===== config.mk =====
export PLATFORM = sky130hd
export DESIGN_NAME = rv32_barrel_pc_unit
export DESIGN_NICKNAME = d
export VERILOG_FILES = /design/src/rtl/rv32_pkg.sv /design/src/rtl/rv32_hart_rr_sel.sv /design/src/rtl/rv32_barrel_pc_unit.sv
export SDC_FILE = /design/constraint.sdc
export NUM_CORES = 1
export LEC_CHECK = 0
export CAP_MARGIN = 20
export CORE_UTILIZATION = 58
export DETAILED_ROUTE_END_ITERATION = 12
export HOLD_SLACK_MARGIN = 0.1
export PLACE_DENSITY_LB_ADDON = 0.1
export SETUP_SLACK_MARGIN = 0.3
export SYNTH_ARGS = -nofsm -noshare
export SYNTH_HDL_FRONTEND = slang
export SYNTH_SLANG_ARGS = --single-unit

===== constraint.sdc =====
create_clock -name clk -period 13.75 [get_ports clk]
set_input_delay 2.0625 -clock clk [delete_from_list [all_inputs] [get_ports clk]]
set_output_delay 2.0625 -clock clk [all_outputs]
set_load 0.05 [all_outputs]

===== src/rtl/rv32_pkg.sv =====
// Shared RV32 types and constants for the barrel-core PC unit.
package rv32_pkg;

  typedef logic [31:0] rv32_pc_cnt_t;
  typedef logic [31:0] rv32_imm_t;
  typedef logic [31:0] rv32_register_t;

  localparam int unsigned RV32_ILEN_BYTES = 4;

  typedef enum logic [3:0] {
    OP_NOP   = 4'd0,
    OP_ALU   = 4'd1,
    OP_LUI   = 4'd2,
    OP_AUIPC = 4'd3,
    OP_JAL   = 4'd4,
    OP_JALR  = 4'd5,
    OP_BEQ   = 4'd6,
    OP_BNE   = 4'd7,
    OP_BLT   = 4'd8,
    OP_BGE   = 4'd9,
    OP_BLTU  = 4'd10,
    OP_BGEU  = 4'd11,
    OP_LOAD  = 4'd12,
    OP_STORE = 4'd13
  } rv32_opcode_enum_t;

  // Sequential successor of a PC; wraps modulo 2^32.
  function automatic rv32_pc_cnt_t pc_next_seq(input rv32_pc_cnt_t pc);
    return pc + rv32_pc_cnt_t'(RV32_ILEN_BYTES);
  endfunction

  // Target alignment check: every target must be word aligned.
  function automatic logic pc_misaligned(input rv32_pc_cnt_t pc);
    return (pc[1:0] != 2'b00);
  endfunction

endpackage


===== src/rtl/rv32_hart_rr_sel.sv =====
// Cyclic priority selector: lowest-index enabled hart at or after ptr.
module rv32_hart_rr_sel
  import rv32_pkg::*;
#(
  parameter int NUM_HARTS = 8,
  parameter int HART_W    = $clog2(NUM_HARTS)
) (
  input  logic [NUM_HARTS-1:0] hart_en,
  input  logic [HART_W-1:0]    ptr,
  output logic                 sel_valid,
  output logic [HART_W-1:0]    sel_id
);

  logic [HART_W-1:0] idx;

  // Scan offsets from farthest to nearest so the nearest enabled hart wins.
  always_comb begin
    sel_valid = 1'b0;
    sel_id    = '0;
    idx       = '0;
    for (int k = NUM_HARTS - 1; k >= 0; k--) begin
      idx = ptr + HART_W'(k);
      if (hart_en[idx]) begin
        sel_valid = 1'b1;
        sel_id    = idx;
      end
    end
  end

endmodule


===== src/rtl/rv32_barrel_pc_unit.sv =====
// Per-hart PC unit for the barrel core: round-robin fetch issue plus
// jump/branch redirect resolution with link and misaligned-target trap.
module rv32_barrel_pc_unit
  import rv32_pkg::*;
#(
  parameter int           NUM_HARTS = 8,
  parameter int           HART_W    = $clog2(NUM_HARTS),
  parameter rv32_pc_cnt_t RESET_VEC = 32'h0000_0000,
  parameter rv32_pc_cnt_t TRAP_VEC  = 32'h0000_0100
) (
  input  logic               clk,
  input  logic               rst,
  input  logic [NUM_HARTS-1:0] hart_en,
  input  logic               stall,
  output logic               fetch_valid,
  output logic [HART_W-1:0]  fetch_hart_id,
  output rv32_pc_cnt_t       fetch_pc,
  input  logic               exe_valid,
  input  logic [HART_W-1:0]  exe_hart_id,
  input  rv32_opcode_enum_t  exe_opcode,
  input  rv32_pc_cnt_t       exe_pc,
  input  rv32_register_t     exe_alu_res,
  input  rv32_register_t     exe_rs1,
  input  rv32_imm_t          exe_imm,
  output logic               wb_save_pc,
  output logic [HART_W-1:0]  wb_hart_id,
  output rv32_pc_cnt_t       wb_link,
  output logic               exc_misaligned,
  output rv32_pc_cnt_t       exc_tval
);

  rv32_pc_cnt_t      pc_q [NUM_HARTS];
  logic [HART_W-1:0] ptr_q;

  logic              sel_valid;
  logic [HART_W-1:0] sel_id;
  logic              issue_p0;

  logic              redir_p0;
  logic              link_p0;
  logic              misal_p0;
  rv32_pc_cnt_t      tgt_p0;
  rv32_pc_cnt_t      redir_pc_p0;

  rv32_hart_rr_sel #(
    .NUM_HARTS (NUM_HARTS),
    .HART_W    (HART_W)
  ) u_rr_sel (
    .hart_en   (hart_en),
    .ptr       (ptr_q),
    .sel_valid (sel_valid),
    .sel_id    (sel_id)
  );

  // ---- issue stage: fetch PC straight from the PC array ----
  assign issue_p0      = sel_valid & ~stall & ~rst;
  assign fetch_valid   = issue_p0;
  assign fetch_hart_id = issue_p0 ? sel_id : '0;
  assign fetch_pc      = issue_p0 ? pc_q[sel_id] : '0;

  // ---- execute stage: resolve redirect target and link decision ----
  always_comb begin
    redir_p0 = 1'b0;
    link_p0  = 1'b0;
    tgt_p0   = exe_pc + exe_imm;
    if (exe_valid) begin
      case (exe_opcode)
        OP_JAL: begin
          redir_p0 = 1'b1;
          link_p0  = 1'b1;
        end
        OP_JALR: begin
          redir_p0 = 1'b1;
          link_p0  = 1'b1;
          tgt_p0   = (exe_rs1 + exe_imm) & ~rv32_pc_cnt_t'(1);
        end
        OP_BEQ, OP_BNE, OP_BLT, OP_BGE, OP_BLTU, OP_BGEU: begin
          redir_p0 = (exe_alu_res == 32'd1);
        end
        default: begin
          redir_p0 = 1'b0;
        end
      endcase
    end
  end

  assign misal_p0    = pc_misaligned(tgt_p0);
  assign redir_pc_p0 = misal_p0 ? TRAP_VEC : tgt_p0;

  // PC array update: a redirect of a hart overrides its same-cycle +4.
  always_ff @(posedge clk) begin
    if (rst) begin
      for (int i = 0; i < NUM_HARTS; i++) pc_q[i] <= RESET_VEC;
    end else begin
      for (int i = 0; i < NUM_HARTS; i++) begin
        if (redir_p0 && (exe_hart_id == HART_W'(i))) begin
          pc_q[i] <= redir_pc_p0;
        end else if (issue_p0 && (sel_id == HART_W'(i))) begin
          pc_q[i] <= pc_next_seq(pc_q[i]);
        end
      end
    end
  end

  // Issue pointer advances past the hart just issued; holds otherwise.
  always_ff @(posedge clk) begin
    if (rst) begin
      ptr_q <= '0;
    end else if (issue_p0) begin
      ptr_q <= sel_id + HART_W'(1);
    end
  end

  // ---- writeback stage: registered link and trap reporting ----
  always_ff @(posedge clk) begin
    if (rst) begin
      wb_save_pc     <= 1'b0;
      wb_hart_id     <= '0;
      wb_link        <= '0;
      exc_misaligned <= 1'b0;
      exc_tval       <= '0;
    end else begin
      wb_save_pc     <= redir_p0 & link_p0 & ~misal_p0;
      exc_misaligned <= redir_p0 & misal_p0;
      if (redir_p0) wb_hart_id <= exe_hart_id;
      if (redir_p0 && link_p0 && !misal_p0) wb_link <= pc_next_seq(exe_pc);
      if (redir_p0 && misal_p0) exc_tval <= tgt_p0;
    end
  end

endmodule


Word-level counts from Yosys, hierarchy flattened
Memories as Yosys holds them, arrays and structs flattened. Index checks and enable logic that the tools add are counted. Widths: inputs -> output; s select.

$add $sub $neg: 19. Magnitude comparators: 8. Equal/unequal tests: 23. Muxes and demuxes: 115. Bitwise logic cells: 24. Reductions and logical operators: 25.

Operators by type and width (number): $mux 32 (20); $add 32x3->32 const B (9); $mux 1 (77); $add 32x32->32 (2); $eq 32x1->1 const B (1); $lt 3x4->1 const B (8); $mux 3 (9); $bmux 1 s3 (8); $eq 3x3->1 const B (8); $logic_and 1x1->1 (19); $eq 4x3->1 const B (4); $eq 4x4->1 const B (4); $or 1x1->1 (16); $add 3x3->3 const B (4); $eq 3x2->1 const B (4); $add 3x1->3 const B (2); $add 3x2->3 const B (2); $eq 3x1->1 const B (2); $logic_not 3->1 (2); $reduce_or 6->1 (1); $and 1x1->1 (5); $not 1->1 (3); $pmux 1 s2 (1); $reduce_bool 2->1 (1); other kinds (2) (2).

Bits in registers: 72. RAM bits: 256. Input port bits: 147. Word-level logic and storage cells: 221. Memories kept: 1.

Memory list: pc_q (depth 8, width 32, read ports 9, clocked after Yosys merged registers in 0, wr ports 8, line rv32_barrel_pc_unit.sv:32) `rv32_pc_cnt_t pc_q [NUM_HARTS];`.

Longest topological paths before layout
Gate-level depths: netlist of run 1.

Depth in word-level cells: 19. Depth in mapped cells: 23.

By module
From an unflattened synthesis of run 1, not the netlist that was laid out.

Cell total of the unflattened synthesis: 2520. Area, all modules: 24013.0 µm².

By module, submodules not included: rv32_barrel_pc_unit (instances 1, cells each 2430, area an instance 23231.0 µm², sequential area each 9128.8 µm²); rv32_hart_rr_sel (instances 1, cells each 90, area an instance 782.0 µm², sequential area each 0.0 µm²).

Worst setup path before layout of run 1
OpenSTA, ideal clock, no wires.

Path type: input to output. From: input port hart_en[1]. To: output port fetch_pc[15]. Arrival time: 4.639 ns. Required time: 11.687 ns. Setup slack: 7.048 ns. Cell stages on the path: 7. Path buffers: 1. Cell sequence: mux4_2 -> a222oi_1 -> o21ai_1 -> a31o_2 -> a21oi_2 -> clkbuf_1 -> a32o_1.

Longest elaborated chain between the ends: 13.

Ends and longest elaborated chain: start: declaration (line rv32_barrel_pc_unit.sv:13) `input logic [NUM_HARTS-1:0] hart_en,`; branches (longest 12 deep; another with $mem_v2 8x32); $mux 32 (*) (line rv32_barrel_pc_unit.sv:59) `assign fetch_pc = issue_p0 ? pc_q[sel_id] : '0;`; end: declaration (line rv32_barrel_pc_unit.sv:17) `output rv32_pc_cnt_t fetch_pc,`.

Every way passes the cells marked *. The select of a mux whose other input is x is not followed.

Worst setup path in the final report of run 1
From: register ptr_q[0]. To: output port fetch_pc[31].

Longest elaborated chain between the ends: 14.

Ends and longest elaborated chain: start: declaration (line rv32_barrel_pc_unit.sv:33) `logic [HART_W-1:0] ptr_q;`; start signal: assignment (line rv32_barrel_pc_unit.sv:110) `ptr_q <= sel_id + HART_W'(1);`; branches (longest 13 deep; another with $mem_v2 8x32); $mux 32 (*) (line rv32_barrel_pc_unit.sv:59).

Marks and branches as above.

==> flow_summary.toml, run 1 <==
[final_layout]
drive_gt1_share_pct = 5.09
layout.core_utilization_pct = 68.9
layout.cells.most_common_list = "sky130_fd_sc_hd__nand2_1 (330), sky130_fd_sc_hd__edfxtp_1 (256), sky130_fd_sc_hd__clkdlybuf4s50_1 (250), sky130_fd_sc_hd__nor2_1 (226), sky130_fd_sc_hd__o22ai_1 (186)"
mostFrequentLayoutCell = "sky130_fd_sc_hd__nand2_1"
layout.cells.non_filler = 3444
synth_to_final_area_change_pct = 16.9
finish.net_count = 3110

[global_routing]
gr-usage-all-layers_pct = 40.2
gr-usage-met1_pct = 54.7
grt_overflow_total = 0
met3_usage_pct = 7.77
grt_max_degree = 70
grt_use_met2_pct = 62.8
grt_pass1_vias = 21900
grt_antenna_before_repair = 3
global_route_wire_length_before_repair_mm = 130
gr-max-usage-layer = "met2"

[floorplan]
die_area_sq_um = 42400
dieWidth_um = 206
ios = 252
coreArea_sq_um = 40900
die_height_um = 206
initial_standard_cell_utilization_of_the_core_pct = 58.9
rows = 74

[route]
vias = 23400
ant_nets = 0
drt_first_iter_violations = 3592
drt_pre_antenna_iters = 10
drcViolationCount = 0
vias_per_cell = 6.80
wl_mm = 86.3
route.detailed.wl_per_inst_um = 25.1

[placed_design]
finalWeightedCongestion = 0.979
dp.final_hpwl_mm = 62.1
placed_cells_incl_taps = 3373
place.port_buffers = 251

[synthesis]
synth_enable_flop_cells = 256
postSynth.topFlopCell = "sky130_fd_sc_hd__edfxtp_1"
synth_async_sr_flop_share_pct = 0
yosys_warns = 0
synthCells = 2712
mappedNetlistArea_sq_um = 24100
synth_seq_cells = 328
synth_sequential_area_ratio_pct = 37.9
synth.lib_cells_used.distinct = 83
synth.avg_cell_area_sq_um = 8.89

[pwr]
combPwrFrac_pct = 49.8
seq_power_share_pct = 29.0
clockPowerShare_pct = 21.2
static-leakage-power_nw = 9.94
peakVddDrop_v = 0.000160
swShare_pct = 45.5
power.density_cell_area_nw_per_um2 = 169
internal-power_mw = 2.60
net-switching-power_mw = 2.17

[timing]
timing_max_transition_violations_final = 0
setup_violations = 0
max_slew.worst_pin.slew_ns = 1.32
rsz0062_at_grt = "false"
period_minus_slack_ns = 9.70
maximum_clock_frequency_ghz = 0.103
timing.slew.headroom_pct = 12.2
final.setup_skew_ns = 0.0220
min_period_over_period_pct = 70.5
setup_tns_ns = 0
report.final.hold_viol_count = 0

[clock_network]
cts_resized = 0
clock_tree.root_cell = "sky130_fd_sc_hd__clkbuf_16"
post_cts_setup_buffers = 0
worst_setup_hold_path_clk_slew_ns = 0.06
clk_sinks = 328
ctsHoldBuffers = 0
ctsHtreeMaxLevel = 2
cts-buffers-inserted = 39
worstSkewPairLatency_ns = 0.57
clk_path_buf_depth = 3
tritoncts = "built"

[status]
status = "completed"

[critical_path]
critPathLaunchType = "flip-flop"
critPathArrivalTime_ns = 7.64
worstPathRequired_ns = 11.69
path_class = "reg -> out"
critPathMaxFanout = 68
worst_setup_path_end_kind = "primary output"

[hold_path]
min_path_type = "reg -> reg"

[job]
max_cap_viol_count = 0
-- worst paths after layout --
path / start / to / slack (ns) / cells past startpoint
min reg2reg: wb_hart_id[1] / wb_hart_id[1] / 0.47 / 2
max: ptr_q[0] / fetch_pc[31] / 4.05 / 16
min: wb_hart_id[1] / wb_hart_id[1] / 0.47 / 2
max reg2reg: ptr_q[0] / pc_q[7][2] / 6.51 / 17
-- stage by stage --
stage          worst slack (ns)  power, mW  area (sq um)  hold slack, ns
6_report                   4.05       4.77         28200           0.468
5_1_grt                    3.65       4.95         28200           0.497
4_1_cts                    4.15       4.70         28100           0.462
3_5_place_dp               4.27       3.69         26900           0.451
3_3_place_gp               4.36       3.66         26900           0.445
2_1_floorplan              7.05       3.01         24200           0.621
-- critical path, stage by stage, from the launching register on --
cell                              delay, ns
sky130_fd_sc_hd__dfxtp_1               1.01
sky130_fd_sc_hd__inv_2                 0.29
sky130_fd_sc_hd__ha_1                  0.87
sky130_fd_sc_hd__mux2i_1               0.25
sky130_fd_sc_hd__mux4_2                0.53
sky130_fd_sc_hd__a32oi_1               0.27
sky130_fd_sc_hd__a41o_1                0.13
sky130_fd_sc_hd__nand4b_1              0.10
sky130_fd_sc_hd__nand2_1               0.13
sky130_fd_sc_hd__nand2_4               0.32
sky130_fd_sc_hd__inv_4                 0.74
sky130_fd_sc_hd__buf_4                 0.77
sky130_fd_sc_hd__and2_1                0.23
sky130_fd_sc_hd__a211oi_1              0.05
sky130_fd_sc_hd__a21oi_1               0.15
sky130_fd_sc_hd__o32a_1                0.30
sky130_fd_sc_hd__clkdlybuf4s50_1       0.86
-- area by class of cell --
class,count,area (sq um)
clock buffer,54,1080
inverter,46,175
multi-input combinational,2178,14200
antenna,4,10.0
clock inverter,10,101
fill,3311,12700
timing repair buffer,292,2870
tap,532,666
sequential,328,9130
-- cell usage after synthesis, drive strengths merged (4+ instances only) --
cell type	count	area, sq um
nand3	127	636
xnor2	133	1160
mux4	9	203
or3	12	75.1
nand3b	5	37.5
nand4	46	288
a211oi	120	936
o21ai	52	260
a22oi	7	52.6
nor2	228	863
buf	57	305
o21bai	11	82.6
or2	13	81.3
a32o	10	100
o21a	8	60.1
nor3	28	145
inv	46	175
o31ai	12	90.1
and4	19	166
a31oi	15	93.8
dfxtp	72	1440
clkbuf	118	443
a21o	41	308
nand2b	30	188
a21oi	147	739
and3	78	488
mux2	8	90.1
o211ai	13	97.6
nor2b	17	106
nor3b	4	30.0
and2	42	263
a311oi	6	52.6
ha	76	951
o32a	23	230
o22ai	186	1160
a211o	8	70.1
o32ai	6	52.6
mux2i	62	628
nor4	8	50.1
a31o	4	35.0
nand2	333	1250
xor2	172	1510
nor4b	4	35.0
edfxtp	256	7690
-- layer usage --
| layer | vias to the layer above | routed length [um] |
|---|---|---|
| met5 | - | 0 |
| met4 | 0 | 3480 |
| met3 | 234 | 10600 |
| met2 | 1692 | 39100 |
| met1 | 11100 | 33200 |
| li1 | 10400 | - |
-- logic make-up (layout without fill, tap and decap cells) --
kind of cell | count (synthesis) | after routing | share of synthesized area, %
other | 1 | 20 | 0.0156
AO/OA/AOI/OAI | 704 | 704 | 19.7
adder cells (fa/ha/maj) | 78 | 78 | 4.11
multiplexers | 79 | 79 | 3.82
XOR/XNOR | 305 | 305 | 11.1
buffers and inverters | 221 | 402 | 3.83
AND/OR/NAND/NOR | 996 | 996 | 19.6
flip-flops | 328 | 328 | 37.9
-- flip-flops by register name, indices dropped and copies added (netlist names) --
name	flops
exc_misaligned	1
exc_tval	32
pc_q	256
ptr_q	3
wb_hart_id	3
wb_link	32
wb_save_pc	1
-- power by group through the flow --
| stage | clock network [mW] | logic [mW] | registers (mW) |
|---|---|---|---|
| 2_1_floorplan | 0 | 1.67 | 1.34 |
| 3_3_place_gp | 0 | 2.27 | 1.39 |
| 3_5_place_dp | 0 | 2.29 | 1.39 |
| 4_1_cts | 1.01 | 2.31 | 1.38 |
| 5_1_grt | 1.05 | 2.50 | 1.40 |
| 6_report | 1.01 | 2.37 | 1.39 |
Note: power is estimated with default switching activity, not from simulation.
==> run 2: changes to the inputs <==
Settings changed: CORE_UTILIZATION 58 to 53.
Clock period 13.75 ns to 8.35 ns, I/O delays scaled along.
==> run 2 against run 1 <==
  * Critical path depth is 1 higher
  * First-iteration DRC count is 17% lower
  * Final area is 0.58% higher
  * Count of clock-buffer cells in the layout is 8 lower
  * Non-clock buffer count is 6 higher
  * Utilization is 5.2 points lower
==> flow_summary.toml, run 2 (same netlist as run 1, synthesis figures left out) <==
[status]
status = "completed"

[timing]
max_slew.worst_pin.slew_ns = 1.21
whs_ns = 0.475
min_period_over_period_pct = 91.0
timing_max_transition_violations_final = 0
report.final.hold_viol_count = 0
maximum_clock_frequency_ghz = 0.132
rsz0062_at_grt = "false"
postLayoutSetupSlackWorst_ns = 0.755
setup_tns_ns = 0
period_minus_slack_ns = 7.60
timing.slew.headroom_pct = 19.0
final.setup_skew_ns = 0.0243
setup_violations = 0

[clock_network]
clock_tree.root_cell = "sky130_fd_sc_hd__clkbuf_16"
tritoncts = "built"
cts-buffers-inserted = 39
worstSkewPairLatency_ns = 0.57
clk_path_buf_depth = 3
ctsHoldBuffers = 0
worst_setup_hold_path_clk_slew_ns = 0.05
ctsHtreeMaxLevel = 2
clk_sinks = 328

[critical_path]
r2r_end = "pc_q[6][24]"
maximum_single_stage_delay_on_the_critical_path_ns = 0.81
timing.critical_path.buf_inv = 5
path_class = "reg -> out"
r2r.worst_path.cells = 15
critPathLaunchType = "flip-flop"
regToRegSetupSlack_ns = 2.21
largest_delay_contributor_family_on_the_critical_path = "buffers and inverters"
rr_startpoint = "ptr_q[0]"
critPathMaxFanout = 63
timing.critical_path.cells = "inv_2, ha_1, mux2i_1, mux4_2, a32oi_1, a41o_1, nand4b_1, nand2_1, nand2_4, inv_4, buf_12, buf_4, and2_0, a211oi_1, a21oi_1, o32a_1, clkdlybuf4s50_1"
worstPathRequired_ns = 7.10
worst_setup_path_end_kind = "primary output"
critPathArrivalTime_ns = 6.34
crit_path_top_delay_cell = "sky130_fd_sc_hd__clkdlybuf4s50_1"

[final_layout]
finish.net_count = 3116
mostFrequentLayoutCell = "sky130_fd_sc_hd__nand2_1"
layout.cells.most_common_list = "sky130_fd_sc_hd__nand2_1 (331), sky130_fd_sc_hd__edfxtp_1 (256), sky130_fd_sc_hd__clkdlybuf4s50_1 (250), sky130_fd_sc_hd__nor2_1 (226), sky130_fd_sc_hd__o22ai_1 (186)"
synth_to_final_area_change_pct = 17.6
largestRegisters = "pc_q x256, exc_tval x32, wb_link x32"
drive_gt1_share_pct = 5.34
max_flop_register = "pc_q"
largest_register_ffs = 256

[placed_design]
dp_worst_slack_ns = 1.04
dp.final_hpwl_mm = 65.0
place.port_buffers = 251
finalWeightedCongestion = 1.01

[route]
wl_mm = 87.5
vias_per_cell = 6.57
drt_first_iter_violations = 2985
drt_pre_antenna_iters = 6
vias = 23100
drcViolationCount = 0
ant_nets = 0
route.detailed.wl_per_inst_um = 24.9

[floorplan]
dieWidth_um = 215
die_height_um = 215
ios = 252
initial_standard_cell_utilization_of_the_core_pct = 54.2
coreArea_sq_um = 44500
die_area_sq_um = 46400
rows = 77

[global_routing]
grt_overflow_total = 0
gr-max-usage-layer = "met2"
global_route_wire_length_before_repair_mm = 133
gr-usage-met1_pct = 49.9
grt_use_met2_pct = 58.6
grt_max_degree = 76
gr-usage-all-layers_pct = 37.0
grt_antenna_before_repair = 3
met3_usage_pct = 6.20
grt_pass1_vias = 22000

[pwr]
power.density_cell_area_nw_per_um2 = 281
peakVddDrop_v = 0.000274
static-leakage-power_nw = 9.99

[hold_path]
min_path_type = "reg -> reg"
min_delay_path_depth = 2
min_from = "wb_hart_id[0]"
min_to = "wb_hart_id[0]"

[job]
max_cap_viol_count = 0
-- run 2: changes by cell type in the layout (fill, tap and decap cells not counted), moves of 2 or more --
cell / before / now
sky130_fd_sc_hd__buf_4: 39 / 44
sky130_fd_sc_hd__bufinv_16: 2 / 4
sky130_fd_sc_hd__clkinv_1: 4 / 11
sky130_fd_sc_hd__clkinv_2: 2 / 4
sky130_fd_sc_hd__clkbuf_8: 3 / 0
sky130_fd_sc_hd__clkbuf_1: 11 / 7
sky130_fd_sc_hd__diode_2: 4 / 1
-- run 2: power by group --
| group | internal, mW | switching, mW | leakage [nW] |
|---|---|---|---|
| Clock | 0.979 | 0.720 | 0.587 |
| Sequential | 2.01 | 0.268 | 3.23 |
| Combinational | 1.35 | 2.65 | 6.18 |
-- run 2: area by class of cell --
| type | count | area, sq um |
|---|---|---|
| fillers | 3795 | 16200 |
| multi-input cells | 2178 | 14100 |
| flip-flops and latches | 328 | 9130 |
| repair buffers | 298 | 2940 |
| clock buffers | 46 | 1000 |
| well taps | 592 | 741 |
| clock inverters | 23 | 214 |
| inverters | 46 | 175 |
| diodes | 1 | 2.50 |
-- run 2: worst reg2reg max path, stage by stage (launching register included) --
cell                       delay (ns)
sky130_fd_sc_hd__dfxtp_2         0.67
sky130_fd_sc_hd__inv_2           0.20
sky130_fd_sc_hd__ha_1            0.80
sky130_fd_sc_hd__mux2i_1         0.40
sky130_fd_sc_hd__mux2i_2         0.18
sky130_fd_sc_hd__mux2_2          0.33
sky130_fd_sc_hd__o21ai_1         0.13
sky130_fd_sc_hd__a211oi_1        0.09
sky130_fd_sc_hd__o21bai_1        0.25
sky130_fd_sc_hd__mux2i_4         0.33
sky130_fd_sc_hd__buf_4           0.76
sky130_fd_sc_hd__ha_1            0.40
sky130_fd_sc_hd__o211ai_1        0.12
sky130_fd_sc_hd__buf_4           0.30
sky130_fd_sc_hd__nand2b_1        0.71
sky130_fd_sc_hd__o22ai_1         0.19
-- run 2: how the worst max path moves through the flow --
stage / start / to / depth (start not counted)
final: ptr_q[0] / fetch_pc[13] / 17
after global routing: ptr_q[0] / fetch_pc[14] / 17
after CTS: ptr_q[0] / fetch_pc[14] / 17
after detailed placement: hart_en[5] / fetch_pc[20] / 13
after global placement: hart_en[2] / fetch_pc[20] / 13
after floorplan: ptr_q[1] / fetch_pc[0] / 17
-- run 2: repair_timing --
action	in CTS	in global routing
gates resized for setup	0	1
setup buffers	0	0
endpoints found under the setup margin	0	32
-- run 2: per-stage QoR --
stage | power (mW) | std cells | utilization (%) | instance area (sq um)
4_1_cts | 7.89 | 3510 | 63.6 | 28300
2_1_floorplan | 4.96 | 2727 | - | 24200
3_3_place_gp | 6.15 | 3439 | 60.8 | 27000
5_1_grt | 8.28 | 3512 | 63.7 | 28300
6_report | 7.98 | 3512 | 63.7 | 28300
3_5_place_dp | 6.19 | 3441 | 60.9 | 27100
-- run 2: layer usage --
layer	up-vias	share of wire (%)
met2	1367	45
met4	4	4.5
met3	228	10
met5	-	0.019
met1	11100	40
li1	10400	-
==> edit 1 (flow settings as in run 1) <==
`NUM_HARTS` is set to 8 in 2 places; all go to 4.
--- a/src/rtl/rv32_hart_rr_sel.sv
+++ b/src/rtl/rv32_hart_rr_sel.sv
@@ -4,3 +4,3 @@
 #(
-  parameter int NUM_HARTS = 8,
+  parameter int NUM_HARTS = 4,
   parameter int HART_W    = $clog2(NUM_HARTS)
--- a/src/rtl/rv32_barrel_pc_unit.sv
+++ b/src/rtl/rv32_barrel_pc_unit.sv
@@ -5,3 +5,3 @@
 #(
-  parameter int           NUM_HARTS = 8,
+  parameter int           NUM_HARTS = 4,
   parameter int           HART_W    = $clog2(NUM_HARTS),
Interface: changed (resized exe_hart_id, fetch_hart_id, hart_en and wb_hart_id); port bits go from 252 to 245. No check against the original RTL was run, so the function may have changed too.
==> edit 1 against run 1 <==
- synthesized cell count decreased by 34%
- sequential cell count decreased by 130
- area after synthesis decreased by 38%
- first-iteration DRC count decreased by 54%
- core utilization increased by 3.8 points
- setup slack improved by 2.1 ns
- design area decreased by 35%
- global-route usage decreased by 5.2 points
- wire length decreased by 46%
- power decreased by 63%
- critical endpoint is now fetch_pc[18]
==> edit 1: results (changes against run 1) <==
status:
  status: "finished clean"
cts:
  clk_pin_slew_ns: 0.08  # +0.02 ns
  htreeDepth: 4  # +2
cells_and_area:
  layout.nets: 2193  # -29%
  antenna-diode-count: 0  # -4
  fillers: 1998  # -40%
  top_regs: "pc_q: 128 flops, exc_tval: 32 flops, wb_link: 32 flops"
synthesis:
  syn_inst: 1781  # -34%
  synth-edff-count: 128  # -50%
  yosys.area_share.adder_pct: 6.109  # +2.0 points
  synth_xor_area_share_pct: 11.32  # +0.25 points
  post_synth_num_cell_types: 78  # -6.0%
  synth_compound_area_share_pct: 20.91  # +1.2 points
  synthTopCellsByCount: "nand2_1, nor2_1, edfxtp_1"
setup_path:
  critPathLaunchType: "input port"
  critical_path_arrival_ns: 5.55  # -2.09 ns
  critPathLaunch: "hart_en[0]"
  crit_path_max_fanout: 67  # -1.5%
drt:
  dr_wl_met3_um: 4021  # -62%
  wl_met1_um: 19750  # -40%
  routed_via_density: 6.392  # -6.0%
  dr_wl_met2_um: 21760  # -44%
placed_design:
  dpl.cell_count: 2288  # -32%
  io_buffers: 244  # -2.8%
  dp_hpwl_um: 35680  # -43%
  place_ws_ns: 6.188  # +1.921 ns
  place.gp.congestion: 0.9345  # -4.6%
grt:
  grt_pass1_wl_um: 73170  # -44%
  gr-usage-met3_pct: 5.653  # -2.1 points
  grt_antenna_before_repair: 0  # -3
power:
  p_switching_w: 0.0006485  # -70%
  combinationalPowerShare_pct: 30.5  # -19 points
  internal-power_w: 0.001119  # -57%
die:
  rows: 58  # -22%
==> edit 1: cell count changes after synthesis, sizes merged, moves of 55 or more <==
| cell | change |
|---|---|
| a21oi | -66 |
| o22ai | -67 |
| edfxtp | -128 |
| nor2 | -56 |
| a211oi | -55 |
| xor2 | -63 |
| nand2 | -63 |
==> edit 1: area by class of cell <==
cell class	count	area [um2]	area share, %
multi-input combinational	1467	9316	50.77
sequential	198	5245	28.58
timing repair buffer	262	2660	14.50
clock buffer	17	425.4	2.318
tap	330	412.9	2.250
clock inverter	14	167.7	0.9136
inverter	33	123.9	0.6750
==> edit 1: final timing paths <==
kind | cells after the start | end | slack [ns]
worst max-delay path | 12 | fetch_pc[18] | 6.14
worst min-delay path | 2 | wb_hart_id[1]$_SDFFE_PP0N_ | 0.47
worst max register to register | 10 | pc_q[2][13]$_SDFFCE_PN0P_ | 10.23
worst min register to register | 2 | wb_hart_id[1]$_SDFFE_PP0N_ | 0.47
==> edit 2 (flow settings as in run 1) <==
Made on the original files. Reset style: asynchronous (`rst`), changed in 3 clocked blocks.
--- a/src/rtl/rv32_barrel_pc_unit.sv
+++ b/src/rtl/rv32_barrel_pc_unit.sv
@@ -90,3 +90,3 @@
   // PC array update: a redirect of a hart overrides its same-cycle +4.
-  always_ff @(posedge clk) begin
+  always_ff @(posedge clk or posedge rst) begin
     if (rst) begin
@@ -105,3 +105,3 @@
   // Issue pointer advances past the hart just issued; holds otherwise.
-  always_ff @(posedge clk) begin
+  always_ff @(posedge clk or posedge rst) begin
     if (rst) begin
@@ -114,3 +114,3 @@
   // ---- writeback stage: registered link and trap reporting ----
-  always_ff @(posedge clk) begin
+  always_ff @(posedge clk or posedge rst) begin
     if (rst) begin
Behaviour: not the same (a bounded check fails within 4 cycles, from zero or initial values and one cycle with rst high; the reset may be asserted at any time).
==> edit 2 against run 1 <==
- setup slack better by 0.79 ns
- sequential cell count unchanged
- die area down 4.1%
- wire length down 15%
- clock skew up 0.0087 ns
- design area down 2.6%
- via count down 12%
- area after synthesis down 4.1%
- power up 1.9%
- final cell count down 6.7%
- critical path type is now in2out
- largest cell class unchanged
==> edit 2: results (changes against run 1) <==
status:
  status: "finished clean"
cells_and_area:
  seq_cells: 328  # unchanged
  layout.nets: 2884  # -7.3%
  comb.multi_input.count: 1962  # -9.9%
  layout.nonclk_buf_share_pct: 9.770  # -0.41 points
  antenna-diode-count: 0  # -4
  ff_latch_area_um2: 8208  # -10%
  final_layout_size_suffix_gt1_share_pct: 9.280  # +4.2 points
grt:
  use_met1_pct: 49.27  # -5.4 points
  grtUsageTotal_pct: 36.27  # -3.9 points
  gr-usage-met3_pct: 8.860  # +1.1 points
  grt_pass1_wl_um: 115000  # -12%
  grt_max_degree: 170  # +140%
cts:
  cts_made_buffers: 40  # +2.6%
  insertion_delay_ns: 0.59  # +0.02 ns
setup_path:
  worst_path_max_delay_cell: "buf_4"
  r2r_cells: 13  # -4
  crit_path_max_fanout: 44  # -35%
  critPathLaunch: "hart_en[6]"
  worstSetupEndpoint: "fetch_pc[30]"
  r2r_start: "ptr_q[0]$_DFFE_PP0P_"
drt:
  vias: 20530  # -12%
  drt_wl_total_um: 73390  # -15%
  dr_wl_met2_um: 32890  # -16%
placed_design:
  placed_area_um2: 25980  # -3.5%
  dpl.cell_count: 3138  # -7.0%
synthesis:
  post_synth_num_cell_types: 87  # +4.8%
power:
  combinationalPowerShare_pct: 47.2  # -2.6 points
timing:
  hold_slack_ns: 0.4847  # +0.01669 ns
-- edit 2: cell families (layout without fill, tap and decap cells) --
logic type / Yosys count / after routing / share of synthesized area [%]
simple gates: 878 / 878 / 18.57
compound gates: 471 / 471 / 12.69
flops: 328 / 328 / 35.50
xor+xnor: 311 / 311 / 11.78
mux: 227 / 227 / 14.04
buf+inv: 185 / 404 / 3.296
fa+ha+maj: 75 / 75 / 4.124
-- edit 2: worst register-to-register path: cells and delay by family (launching register included) --
family	cells	cell delay, ns
XOR/XNOR	1	0.12
AND/OR/NAND/NOR	3	1.88
AO/OA/AOI/OAI	2	0.67
multiplexers	4	1.05
flip-flops	1	1.02
adder cells (fa/ha/maj)	1	0.63
buffers and inverters	2	1.03
-- edit 2: metrics by stage --
stage	total power, W	utilization [%]
2_1_floorplan	0.003026	-
3_3_place_gp	0.003587	66.62
3_5_place_dp	0.003647	66.62
4_1_cts	0.004846	70.39
5_1_grt	0.005059	70.39
6_report	0.004858	70.39
